--- src/rtl/toggle_dec_pkg.sv ---
// Shared defaults and helpers for the toggle-event decoder and its clock-crossing helpers.
package toggle_dec_pkg;

  localparam int unsigned SYNC_STAGES_DEF = 2;
  localparam int unsigned CNT_W_DEF       = 4;
  localparam int unsigned MAX_PENDING_DEF = 15;
  localparam int unsigned FILT_CYCLES_DEF = 3;

  // Bits needed to hold values 0..max_val.
  function automatic int unsigned cnt_width(input int unsigned max_val);
    return (max_val < 2) ? 1 : $clog2(max_val + 1);
  endfunction

endpackage

--- src/rtl/sync_chain.sv ---
// N-flop synchroniser for an asynchronous single-bit input; flops reset to 0.
module sync_chain #(
  parameter int unsigned STAGES = 2
) (
  input  logic clk,
  input  logic reset,
  input  logic d,
  output logic q
);

  logic [STAGES-1:0] flops_q;

  always_ff @(posedge clk or negedge reset) begin
    if (!reset) begin
      flops_q <= '0;
    end else begin
      flops_q <= {flops_q[STAGES-2:0], d};
    end
  end

  assign q = flops_q[STAGES-1];

endmodule

--- src/rtl/toggle_event_decoder.sv ---
// Turns each level change on an asynchronous toggle line into a queued event with valid/ready.
// Optional stability filter enabled by defining TOGGLE_DEC_GLITCH_FILTER_EN.
module toggle_event_decoder
  import toggle_dec_pkg::*;
#(
  parameter int unsigned SYNC_STAGES = SYNC_STAGES_DEF,
  parameter int unsigned CNT_W       = CNT_W_DEF,
  parameter int unsigned MAX_PENDING = MAX_PENDING_DEF,
  parameter int unsigned FILT_CYCLES = FILT_CYCLES_DEF
) (
  input  logic             clk,
  input  logic             reset,
  input  logic             tog_in,
  output logic             evt_pulse,
  output logic             evt_valid,
  input  logic             evt_ready,
  output logic [CNT_W-1:0] pending,
  output logic             overflow,
  input  logic             ovf_clr
);

  localparam logic [CNT_W-1:0] MaxCnt = CNT_W'(MAX_PENDING);

  logic             s_out;
  logic             ref_q;
  logic             edge_acc;
  logic             evt_pulse_q;
  logic [CNT_W-1:0] pending_q, pending_d;
  logic             overflow_q, overflow_d;
  logic             inc, dec, at_max;

  sync_chain #(
    .STAGES(SYNC_STAGES)
  ) u_sync (
    .clk  (clk),
    .reset(reset),
    .d    (tog_in),
    .q    (s_out)
  );

`ifdef TOGGLE_DEC_GLITCH_FILTER_EN
  localparam int unsigned FiltW = cnt_width(FILT_CYCLES);

  logic [FiltW-1:0] filt_q;
  logic             differ;

  assign differ   = (s_out != ref_q);
  // Accept on the FILT_CYCLES-th consecutive cycle of difference.
  assign edge_acc = differ && (filt_q == FiltW'(FILT_CYCLES - 1));

  always_ff @(posedge clk or negedge reset) begin
    if (!reset) begin
      filt_q <= '0;
    end else if (!differ || edge_acc) begin
      filt_q <= '0;
    end else begin
      filt_q <= filt_q + 1'b1;
    end
  end
`else
  logic unused_filt_cfg;

  assign unused_filt_cfg = |FILT_CYCLES;
  assign edge_acc        = (s_out != ref_q);
`endif

  always_ff @(posedge clk or negedge reset) begin
    if (!reset) begin
      ref_q       <= 1'b0;
      evt_pulse_q <= 1'b0;
    end else begin
      if (edge_acc) begin
        ref_q <= s_out;
      end
      evt_pulse_q <= edge_acc;
    end
  end

  assign inc    = evt_pulse_q;
  assign dec    = evt_valid & evt_ready;
  assign at_max = (pending_q == MaxCnt);

  always_comb begin
    pending_d  = pending_q;
    overflow_d = overflow_q;
    if (inc && !dec) begin
      if (at_max) begin
        overflow_d = 1'b1;
      end else begin
        pending_d = pending_q + 1'b1;
      end
    end else if (dec && !inc) begin
      pending_d = pending_q - 1'b1;
    end
    // A new loss takes priority over a clear in the same cycle.
    if (ovf_clr && !(inc && !dec && at_max)) begin
      overflow_d = 1'b0;
    end
  end

  always_ff @(posedge clk or negedge reset) begin
    if (!reset) begin
      pending_q  <= '0;
      overflow_q <= 1'b0;
    end else begin
      pending_q  <= pending_d;
      overflow_q <= overflow_d;
    end
  end

  assign evt_pulse = evt_pulse_q;
  assign evt_valid = (pending_q != '0);
  assign pending   = pending_q;
  assign overflow  = overflow_q;

endmodule

--- config.mk ---
export PLATFORM = sky130hd
export DESIGN_NAME = toggle_event_decoder
export DESIGN_NICKNAME = d
export VERILOG_FILES = /design/src/rtl/toggle_dec_pkg.sv /design/src/rtl/sync_chain.sv /design/src/rtl/toggle_event_decoder.sv
export SDC_FILE = /design/constraint.sdc
export NUM_CORES = 1
export LEC_CHECK = 0
export ABC_CLOCK_PERIOD_IN_PS = 2500
export CORE_AREA = 2 2 39 41
export CTS_CLUSTER_DIAMETER = 80
export CTS_CLUSTER_SIZE = 28
export DETAILED_ROUTE_END_ITERATION = 16
export DIE_AREA = 0 0 41 43
export PLACE_DENSITY = 0.71
export SYNTH_ARGS = -nofsm -noshare
export SYNTH_HDL_FRONTEND = slang
export SYNTH_HIERARCHICAL = 1
export SYNTH_SLANG_ARGS = --single-unit
--- constraint.sdc ---
create_clock -name clk -period 2.5 [get_ports clk]
set_clock_uncertainty 0.1 [all_clocks]
set_input_delay 0.375 -clock clk [delete_from_list [all_inputs] [get_ports clk]]
set_output_delay 0.375 -clock clk [all_outputs]
set_load 0.03 [all_outputs]
==> impl_metrics.env <==
export IMPL_outcome="finished, final reports clean"
export IMPL_fp_coreArea_um2=1384
export IMPL_die_area_um2=1763
export IMPL_slew_violations=0
export IMPL_floorplan_initialDensity_pct=32.10
export IMPL_crit_fanout=3
export IMPL_reg2reg_setup_slack_ps=110
export IMPL_dpl_cell_area_um2=624.3
export IMPL_cts_root_buf="clkbuf_4"
export IMPL_gr_total_overflow=0
export IMPL_drt_initial_drc_count=6
export IMPL_max_stage_delay_ps=440
export IMPL_synth_yosys_seq_area_share_pct=50.70
export IMPL_yosys_area_share_xor_xnor_pct=7.887
export IMPL_synth_top_family_by_area="compound AO/OA/AOI/OAI gates"
export IMPL_slew_headroom_pct=71.25
export IMPL_tightestPinTransition_ps=429.9
export IMPL_ys_warn_count=6
export IMPL_syn_avg_cell_area_um2=12.00
export IMPL_ys_types=20
export IMPL_cp_required_ps=2580
export IMPL_grt_max_degree=10
export IMPL_fin_hold_ws_ps=249.3
export IMPL_tritoncts="done"
export IMPL_final_common_cell="clkdlybuf4s50_1"
export IMPL_final_instance_count_excl_fill=74
export IMPL_crit_buf_inv=0
export IMPL_nets=67
export IMPL_fin_crit_sh_pct=95.76
export IMPL_vias=369
export IMPL_worstSetupStartpointType="flop"
export IMPL_grt_usage_pct=14.15
export IMPL_synth_compound_area_share_pct=16.34
export IMPL_finalSetupTns_ps=0
export IMPL_dr_pass1_iters=4
export IMPL_place_gp_congestion=0.7580
export IMPL_worstReg2RegEnd="pending[3]"
export IMPL_antenna_cells=0
export IMPL_grt_pass1_vias=382
export IMPL_drc_errors=0
export IMPL_crit_cells=7
export IMPL_h_tree_depth=1
export IMPL_dp_cells=70
export IMPL_clockBufferDepth=2
export IMPL_rsz0062_at_grt="no"
export IMPL_dr_wl_met2_um=514
export IMPL_wire_per_inst_um=13.51
export IMPL_finalWirelength_um=1000
export IMPL_period_needed_ps=2394
export IMPL_holdPathEnd="u_sync/flops_q[1]"
export IMPL_hold_depth=0
export IMPL_synth_edf_count=0
export IMPL_drv_cap=0
export IMPL_hp_start="u_sync/flops_q[0]"
export IMPL_worst_r2r_cell_count=7
export IMPL_ant_nets=0
export IMPL_criticalPathCategory="reg2reg"
export IMPL_ir_worst_vdd_mv=0.5050
export IMPL_power_total_mw=0.8688
export IMPL_endpoint_kind="flop"
export IMPL_setup_viol=0
export IMPL_met3_length_um=42
export IMPL_top_layer="met3"
export IMPL_dp_hpwl_um=738.6
export IMPL_muxShareOfSynthArea_pct=5.070
export IMPL_die_y_um=43
export IMPL_max_freq_mhz=417.7
export IMPL_wl_met1_um=443
export IMPL_clk_latency_ps=260
export IMPL_final_cell_mix="clkdlybuf4s50_1, dfrtp_1, buf_4"
export IMPL_fillers=142
export IMPL_crit_slowest_cell="o41a_1"
export IMPL_grt_pass1_wl_um=1635
export IMPL_synth_flop_cell="dfrtp_1"
export IMPL_cts_buffers=3
export IMPL_io_pins=12
export IMPL_synth_area_um2=444.2
export IMPL_min_path_type="reg2reg"
export IMPL_critical_path_cell_chain="o41a_1 > nand2b_2 > ha_4 > a21oi_1 > a211o_1 > a221oi_2 > xor2_1"
export IMPL_dieWidth_um=41
export IMPL_power_density_nw_per_um2=1305
export IMPL_rows=14
export IMPL_arrival_ps=2470
export IMPL_layout_drive_gt1_share_pct=27.59
export IMPL_crit_family="compound AO/OA/AOI/OAI gates"
export IMPL_clkTransAtPathRegs_ps=70
export IMPL_synth_nets=45
export IMPL_vias_per_cell=4.986
export IMPL_cts_sinks=9
export IMPL_synth_seq_cells=9
export IMPL_syn_inst=37
export IMPL_yosys_area_share_adder_pct=10.14
export IMPL_antenna_found_initial=0
export IMPL_area_delta_synth_final_pct=49.86
export IMPL_postSynth_asyncResetShare_pct=100.0
export IMPL_design_area_um2=665.6
export IMPL_r2r_start="pending[0]"
export IMPL_synth_simple_gate_area_share_pct=6.479
export IMPL_io_buffer_count=11
export IMPL_hold_viol_final=0
export IMPL_power_leakage_nw=0.2768
==> what timing repair did <==
action | 4_1_cts | 5_1_grt
hold buffers | 0 | 0
setup endpoints to repair | 0 | 1
gates resized for setup | 0 | 2
setup buffers | 0 | 0
==> cells in the mapped netlist (2+ instances only) <==
cell,instances,area (µm²)
inv_1,3,11.26
nand2_1,2,7.510
a21oi_1,2,10.01
ha_1,2,25.02
mux2_2,2,22.52
nand3_1,2,10.01
xor2_1,3,26.28
dfrtp_1,9,225.2
==> routing by layer <==
metal / vias up / track usage (%)
met3: 0 / 4.712
met5: - / 0
li1: 176 / -
met2: 11 / 21.88
met4: 0 / 6.000
met1: 182 / 17.17
==> per-stage QoR <==
stage | setup slack, ps | util [%]
finish | 106.0 | 48.10
global route | 8.469 | 48.10
CTS | 101.4 | 47.02
detailed placement | 0.4907 | 45.12
global placement | 50.67 | 45.12
floorplan | 7.695 | -
==> power breakdown <==
group / total [mW] / internal (mW) / leakage [nW] / switching [mW]
sequential: 0.215 / 0.190 / 0.106 / 0.0242
clock: 0.115 / 0.0615 / 0.0150 / 0.0538
combinational: 0.539 / 0.256 / 0.156 / 0.283
==> logic make-up (layout without fill, tap and decap cells) <==
group | count (synthesis) | count (layout)
buffers and inverters | 4 | 25
adders and majority gates | 3 | 3
and+or+nand+nor | 6 | 6
muxes | 2 | 2
DFF | 9 | 9
AOI/OAI and AO/OA | 9 | 9
xor gates and xnor gates | 4 | 4
==> flip-flops by register name (all words and copies together), names as in the netlist <==
signal,flops
pending,4
u_sync/flops_q,2
evt_pulse,1
overflow,1
ref_q,1
==> how the worst max path moves through the flow <==
stage                    start         end  slack (ps)
finish              pending[0]  pending[3]         110
global route        pending[0]  pending[3]           8
CTS                 pending[0]  pending[3]         100
detailed placement   evt_ready  pending[3]         0.5
global placement     evt_ready  pending[3]          50
floorplan           pending[3]  pending[3]           8
==> cell type report <==
cell class / instances / area [µm²] / share of cell area [%]
Timing Repair Buffer: 18 / 162.7 / 24.44
Inverter: 3 / 11.26 / 1.692
Multi-Input combinational cell: 24 / 219.0 / 32.89
Clock buffer: 4 / 26.28 / 3.947
Tap cell: 16 / 20.02 / 3.008
Sequential cell: 9 / 226.5 / 34.02
Note: power is estimated with default switching activity, not from simulation.
==> RTL edit 1: new RTL, same flow settings <==
The option `TOGGLE_DEC_GLITCH_FILTER_EN` is turned on by a define.
--- a/src/rtl/toggle_event_decoder.sv
+++ b/src/rtl/toggle_event_decoder.sv
@@ -1,5 +1,7 @@
 // Turns each level change on an asynchronous toggle line into a queued event with valid/ready.
 // Optional stability filter enabled by defining TOGGLE_DEC_GLITCH_FILTER_EN.
+`define TOGGLE_DEC_GLITCH_FILTER_EN
+
 module toggle_event_decoder
   import toggle_dec_pkg::*;
 #(
Check against the original RTL: not equivalent (a bounded check fails within 4 cycles, from zero or initial values and one cycle with reset low).
==> RTL edit 1 against the original RTL <==
Synthesized area rose by 32%. Highest routed layer unchanged. Power up 12%. Final area grew 19%. Final cell count grew 9.5%. Sequential cell count increased by 2. Routed wire length grew 11%. Critical path type unchanged. Largest cell class is now multi-input combinational cells. Setup slack better by 0.10 ns. Combinational power is 3% higher.
==> RTL edit 1: results (changes against the original RTL) <==
\begin{tabular}{lr}
\hline
Metric & Value \\
\hline
\multicolumn{2}{l}{\textbf{Outcome}} \\
\quad Status & completed \\
\multicolumn{2}{l}{\textbf{Placed design}} \\
\quad \# placed instances & 76 (+8.6\%) \\
\quad DPL Wire Length & 851 um (+15\%) \\
\quad DP Area & 756 um2 (+21\%) \\
\quad Dpl ws & 0.0364 ns (+0.0359 ns) \\
\quad Global placement routability congestion & 0.736 (-2.8\%) \\
\quad Number of input and output port buffers inserted & 11 (unchanged) \\
\multicolumn{2}{l}{\textbf{Power and ir drop}} \\
\quad Design internal power & 564 uW (+11\%) \\
\quad Relative contribution of sequential cells to total power & 30.6\% (+5.9 points) \\
\quad VDD IR-drop max & 0.556 mV (+10\%) \\
\quad Clock power frac & 12.4\% (-0.9 points) \\
\multicolumn{2}{l}{\textbf{GRT}} \\
\quad Overall routing resource usage & 16.3\% (+2.1 points) \\
\quad Via count of the first global-routing pass & 433 (+13\%) \\
\quad Pin count of the biggest net entering global routing & 12 (+2) \\
\quad Met2 track demand over resource & 23.8\% (+1.9 points) \\
\quad Wire length of the first global-routing pass & 1880 um (+15\%) \\
\quad Met1 usage & 21.2\% (+4.0 points) \\
\quad Routing usage on met3 & 7.85\% (+3.1 points) \\
\multicolumn{2}{l}{\textbf{Yosys}} \\
\quad Net Count, Synth & 53 (+18\%) \\
\quad Cell types occupying the most area after synthesis & dfrtp\_1 47\%, ha\_1 6.4\%, o32ai\_4 4.7\% \\
\quad Post-synthesis cell type count & 25 (+25\%) \\
\quad Cell types with the highest counts after synthesis & 11 x dfrtp\_1, 3 x ha\_1, 3 x inv\_1, 3 x xnor2\_1 \\
\quad Post-synthesis cell count & 44 (+19\%) \\
\multicolumn{2}{l}{\textbf{Final layout}} \\
\quad Fraction of final layout cells sized beyond drive strength 1 & 29.2\% (+1.6 points) \\
\quad Final \#Nets & 75 (+12\%) \\
\multicolumn{2}{l}{\textbf{STA}} \\
\quad Worst slew margin & 68.7\% (-2.6 points) \\
\multicolumn{2}{l}{\textbf{Drt}} \\
\quad Via density per instance & 5.19 (+4.0\%) \\
\quad Met2 routed wirelength & 562 um (+9.3\%) \\
\quad Drt pass-1 iters & 3 (-1) \\
\quad Detailed Route WL & 1110 um (+11\%) \\
\quad Metal3 WL & 34 um (-19\%) \\
\quad Starting DRC count in detailed routing & 2 (-4) \\
\quad Via count & 420 (+14\%) \\
\quad Length of routed wiring on met1 & 508 um (+15\%) \\
\multicolumn{2}{l}{\textbf{Worst setup path}} \\
\quad Largest fanout on the critical path & 3 (unchanged) \\
\quad Data arrival at the endpoint of the critical path & 2.34 ns (-0.13 ns) \\
\quad Highest-delay cell along the critical path & dfrtp\_1 \\
\hline
\end{tabular}
## RTL edit 1: logic make-up (layout without fill, tap and decap cells)
logic type / count (synthesis) / count (layout) / share of synthesized area, %
compound gates: 11 / 11 / 22.2
xor+xnor: 4 / 4 / 5.97
fa+ha+maj: 4 / 4 / 9.81
buf+inv: 3 / 24 / 1.92
flops: 11 / 11 / 46.9
mux: 2 / 2 / 3.84
simple gates: 9 / 9 / 9.38
## RTL edit 1: what timing repair did
item | CTS | global route
endpoints found under the setup margin | 0 | 2
buffers inserted | 0 | 1
gates resized for setup | 0 | 1
## RTL edit 1: worst reg2reg max path: stages (launching register included)
cell and delay, ns:
dfrtp_1 0.43, o41ai_4 0.42, nand2_1 0.16, ha_1 0.32
a21o_2 0.22, a221oi_1 0.29, o21ai_2 0.10, xnor2_1 0.14
## RTL edit 1: worst paths after layout
| path | startpoint | end | slack [ns] | cells after the start |
|---|---|---|---|---|
| min in group asynchronous | reset | overflow$_DFFE_PN0P_ | 0.33 | 1 |
| max | pending[2]$_DFFE_PN0P_ | pending[3]$_DFFE_PN0P_ | 0.21 | 7 |
| min | u_sync/flops_q[0]$_DFF_PN0_ | u_sync/flops_q[1]$_DFF_PN0_ | 0.25 | 0 |
| max in group asynchronous | reset | pending[0]$_DFFE_PN0P_ | 1.63 | 1 |
| max reg2reg | pending[2]$_DFFE_PN0P_ | pending[3]$_DFFE_PN0P_ | 0.21 | 7 |
| min reg2reg | u_sync/flops_q[0]$_DFF_PN0_ | u_sync/flops_q[1]$_DFF_PN0_ | 0.25 | 0 |
## RTL edit 1: final cells by class
type | instances | area (um2)
Clock buffer | 4 | 26.3
Sequential cell | 11 | 277
Inverter | 3 | 11.3
Fill cell | 130 | 592
Tap cell | 16 | 20.0
Multi-Input combinational cell | 30 | 300
Timing Repair Buffer | 17 | 158
==> RTL edit 2: new RTL, same flow settings <==
Without the edit above. Put one more register stage on the output `overflow`, with the module's reset. The value now appears one clock later. The other outputs are not delayed to match.
--- a/src/rtl/toggle_event_decoder.sv
+++ b/src/rtl/toggle_event_decoder.sv
@@ -111,7 +111,13 @@
   assign evt_pulse = evt_pulse_q;
   assign evt_valid = (pending_q != '0);
   assign pending   = pending_q;
-  assign overflow  = overflow_q;
+  always_ff @(posedge clk or negedge reset) begin
+    if (!reset) begin
+      overflow <= '0;
+    end else begin
+      overflow <= overflow_q;
+    end
+  end
 
 endmodule
 
Function: no difference found for any inputs over 10 cycles, from zero or initial values and one cycle with reset low; that may be too few to reach the edited logic, so the function may still have changed.
==> RTL edit 2 against the original RTL <==
Via count is 6.0% lower. Synthesized area grew 5.6%. Utilization rose by 0.72 points. Setup slack better by 0.050 ns. Fmax increased by 2.1%. Sequential share of layout area rose by 3.2 points. Sequential cell count rose by 1. Largest power group unchanged. Critical endpoint unchanged. Count of clock-buffer cells in the layout unchanged. Critical path type unchanged. Routed wire length is 15% lower. Sequential power rose by 8%. Power is 1.9% lower. Largest cell class unchanged. Hold slack better by 0.011 ns. Final area grew 1.5%.
==> RTL edit 2: results (changes against the original RTL) <==
\begin{tabular}{lr}
\hline
Metric & Value \\
\hline
\multicolumn{2}{l}{\textbf{Placed design}} \\
\quad \# placed instances & 71 (+1.4\%) \\
\quad Dpl ws & 0.0381 ns (+0.0376 ns) \\
\quad DPL Wire Length & 688 um (-6.9\%) \\
\quad DP Area & 649 um2 (+4.0\%) \\
\quad Global placement routability congestion & 0.736 (-2.9\%) \\
\multicolumn{2}{l}{\textbf{Worst hold path}} \\
\quad Worst Hold Class & flip-flop to flip-flop \\
\multicolumn{2}{l}{\textbf{Yosys}} \\
\quad Multiplexer fraction of the synthesized cell area & 4.80\% (-0.27 points) \\
\quad Average cell area after synthesis & 12.3 um2 (+2.9\%) \\
\quad Cell types with the highest counts after synthesis & 10 x dfrtp\_1, 3 x inv\_1, 3 x xor2\_1 \\
\quad Fraction of the mapped netlist area in compound gates & 15.5\% (-0.87 points) \\
\quad Sequential-to-total area share from yosys stat & 53.3\% (+2.6 points) \\
\quad Net Count, Synth & 46 (+2.2\%) \\
\quad Cell types occupying the most area after synthesis & dfrtp\_1 53\%, xor2\_1 5.6\%, ha\_1 5.3\% \\
\multicolumn{2}{l}{\textbf{Worst setup path}} \\
\quad Cells on worst reg2reg path & 7 (unchanged) \\
\quad Register-to-Register Setup Slack & 0.16 ns (+0.05 ns) \\
\quad Data arrival at the endpoint of the critical path & 2.44 ns (-0.03 ns) \\
\multicolumn{2}{l}{\textbf{STA}} \\
\quad Worst slew margin & 71.7\% (+0.46 points) \\
\quad Worst hold margin & 0.260 ns (+0.0108 ns) \\
\multicolumn{2}{l}{\textbf{GRT}} \\
\quad Wire length of the first global-routing pass & 1440 um (-12\%) \\
\quad Pin count of the biggest net entering global routing & 11 (+1) \\
\quad Overall routing resource usage & 12.7\% (-1.4 points) \\
\quad Via count of the first global-routing pass & 359 (-6.0\%) \\
\multicolumn{2}{l}{\textbf{Power and ir drop}} \\
\quad VDD IR-drop max & 0.466 mV (-7.6\%) \\
\quad Leak Pwr & 0.290 nW (+4.7\%) \\
\multicolumn{2}{l}{\textbf{Drt}} \\
\quad Via density per instance & 4.63 (-7.2\%) \\
\quad Detailed Route WL & 848 um (-15\%) \\
\quad Drt pass-1 iters & 2 (-2) \\
\multicolumn{2}{l}{\textbf{Outcome}} \\
\quad Status & completed \\
\multicolumn{2}{l}{\textbf{CTS}} \\
\quad Number of buffers created by CTS & 3 (unchanged) \\
\quad Post-CTS repair timing setup buffer count & 0 (unchanged) \\
\quad Number of instances resized during post-cts repair & 0 (unchanged) \\
\multicolumn{2}{l}{\textbf{Final layout}} \\
\quad Fraction of final layout cells sized beyond drive strength 1 & 23.7\% (-3.9 points) \\
\quad Final \#Nets & 68 (+1.5\%) \\
\quad Non-Filler Instances & 75 (+1.4\%) \\
\hline
\end{tabular}
==> RTL edit 2: changes by cell type in the layout (fill, tap and decap cells not counted) <==
cell / unedited run / this run
nand2b_1: 0 / 1
ha_4: 1 / 0
dfrtp_1: 8 / 9
nand2b_2: 1 / 0
ha_1: 1 / 2
==> RTL edit 2: power breakdown <==
group	internal [mW]	switching [mW]	total [mW]	leakage, nW
registers	0.209	0.0245	0.233	0.120
clock network	0.0615	0.0531	0.115	0.0150
logic	0.242	0.262	0.504	0.155
total	0.512	0.340	0.852	0.290
==> RTL edit 2: cell type report <==
class	instances	area, um2
fillers	121	708
clock buffers	4	26.3
well taps	16	20.0
inverters	3	11.3
flip-flops and latches	10	251
multi-input cells	24	204
repair buffers	18	163
==> RTL edit 2: worst max-delay path by stage <==
stage                                  end  cells after the start                   start
floorplan           pending[3]$_DFFE_PN0P_                      7  pending[3]$_DFFE_PN0P_
global placement    pending[3]$_DFFE_PN0P_                      8               evt_ready
detailed placement  pending[3]$_DFFE_PN0P_                      8               evt_ready
CTS                 pending[3]$_DFFE_PN0P_                      7  pending[0]$_DFFE_PN0P_
global route        pending[3]$_DFFE_PN0P_                      7  pending[0]$_DFFE_PN0P_
finish              pending[3]$_DFFE_PN0P_                      7  pending[0]$_DFFE_PN0P_
==> RTL edit 2: layer usage <==
layer / global-route usage, % / part of all wire (%)
met1: 15.4 / 46
met2: 18.1 / 47
met3: 9.42 / 7.4
met4: 2.00 / 0
met5: 0 / 0
==> RTL edit 2: worst max-delay path: stages, from the launching register on <==
cell	delay, ns
dfrtp_2	0.40
o41a_1	0.42
nand2b_1	0.20
ha_1	0.33
a21oi_1	0.09
a211o_1	0.31
a221oi_2	0.25
xor2_1	0.16
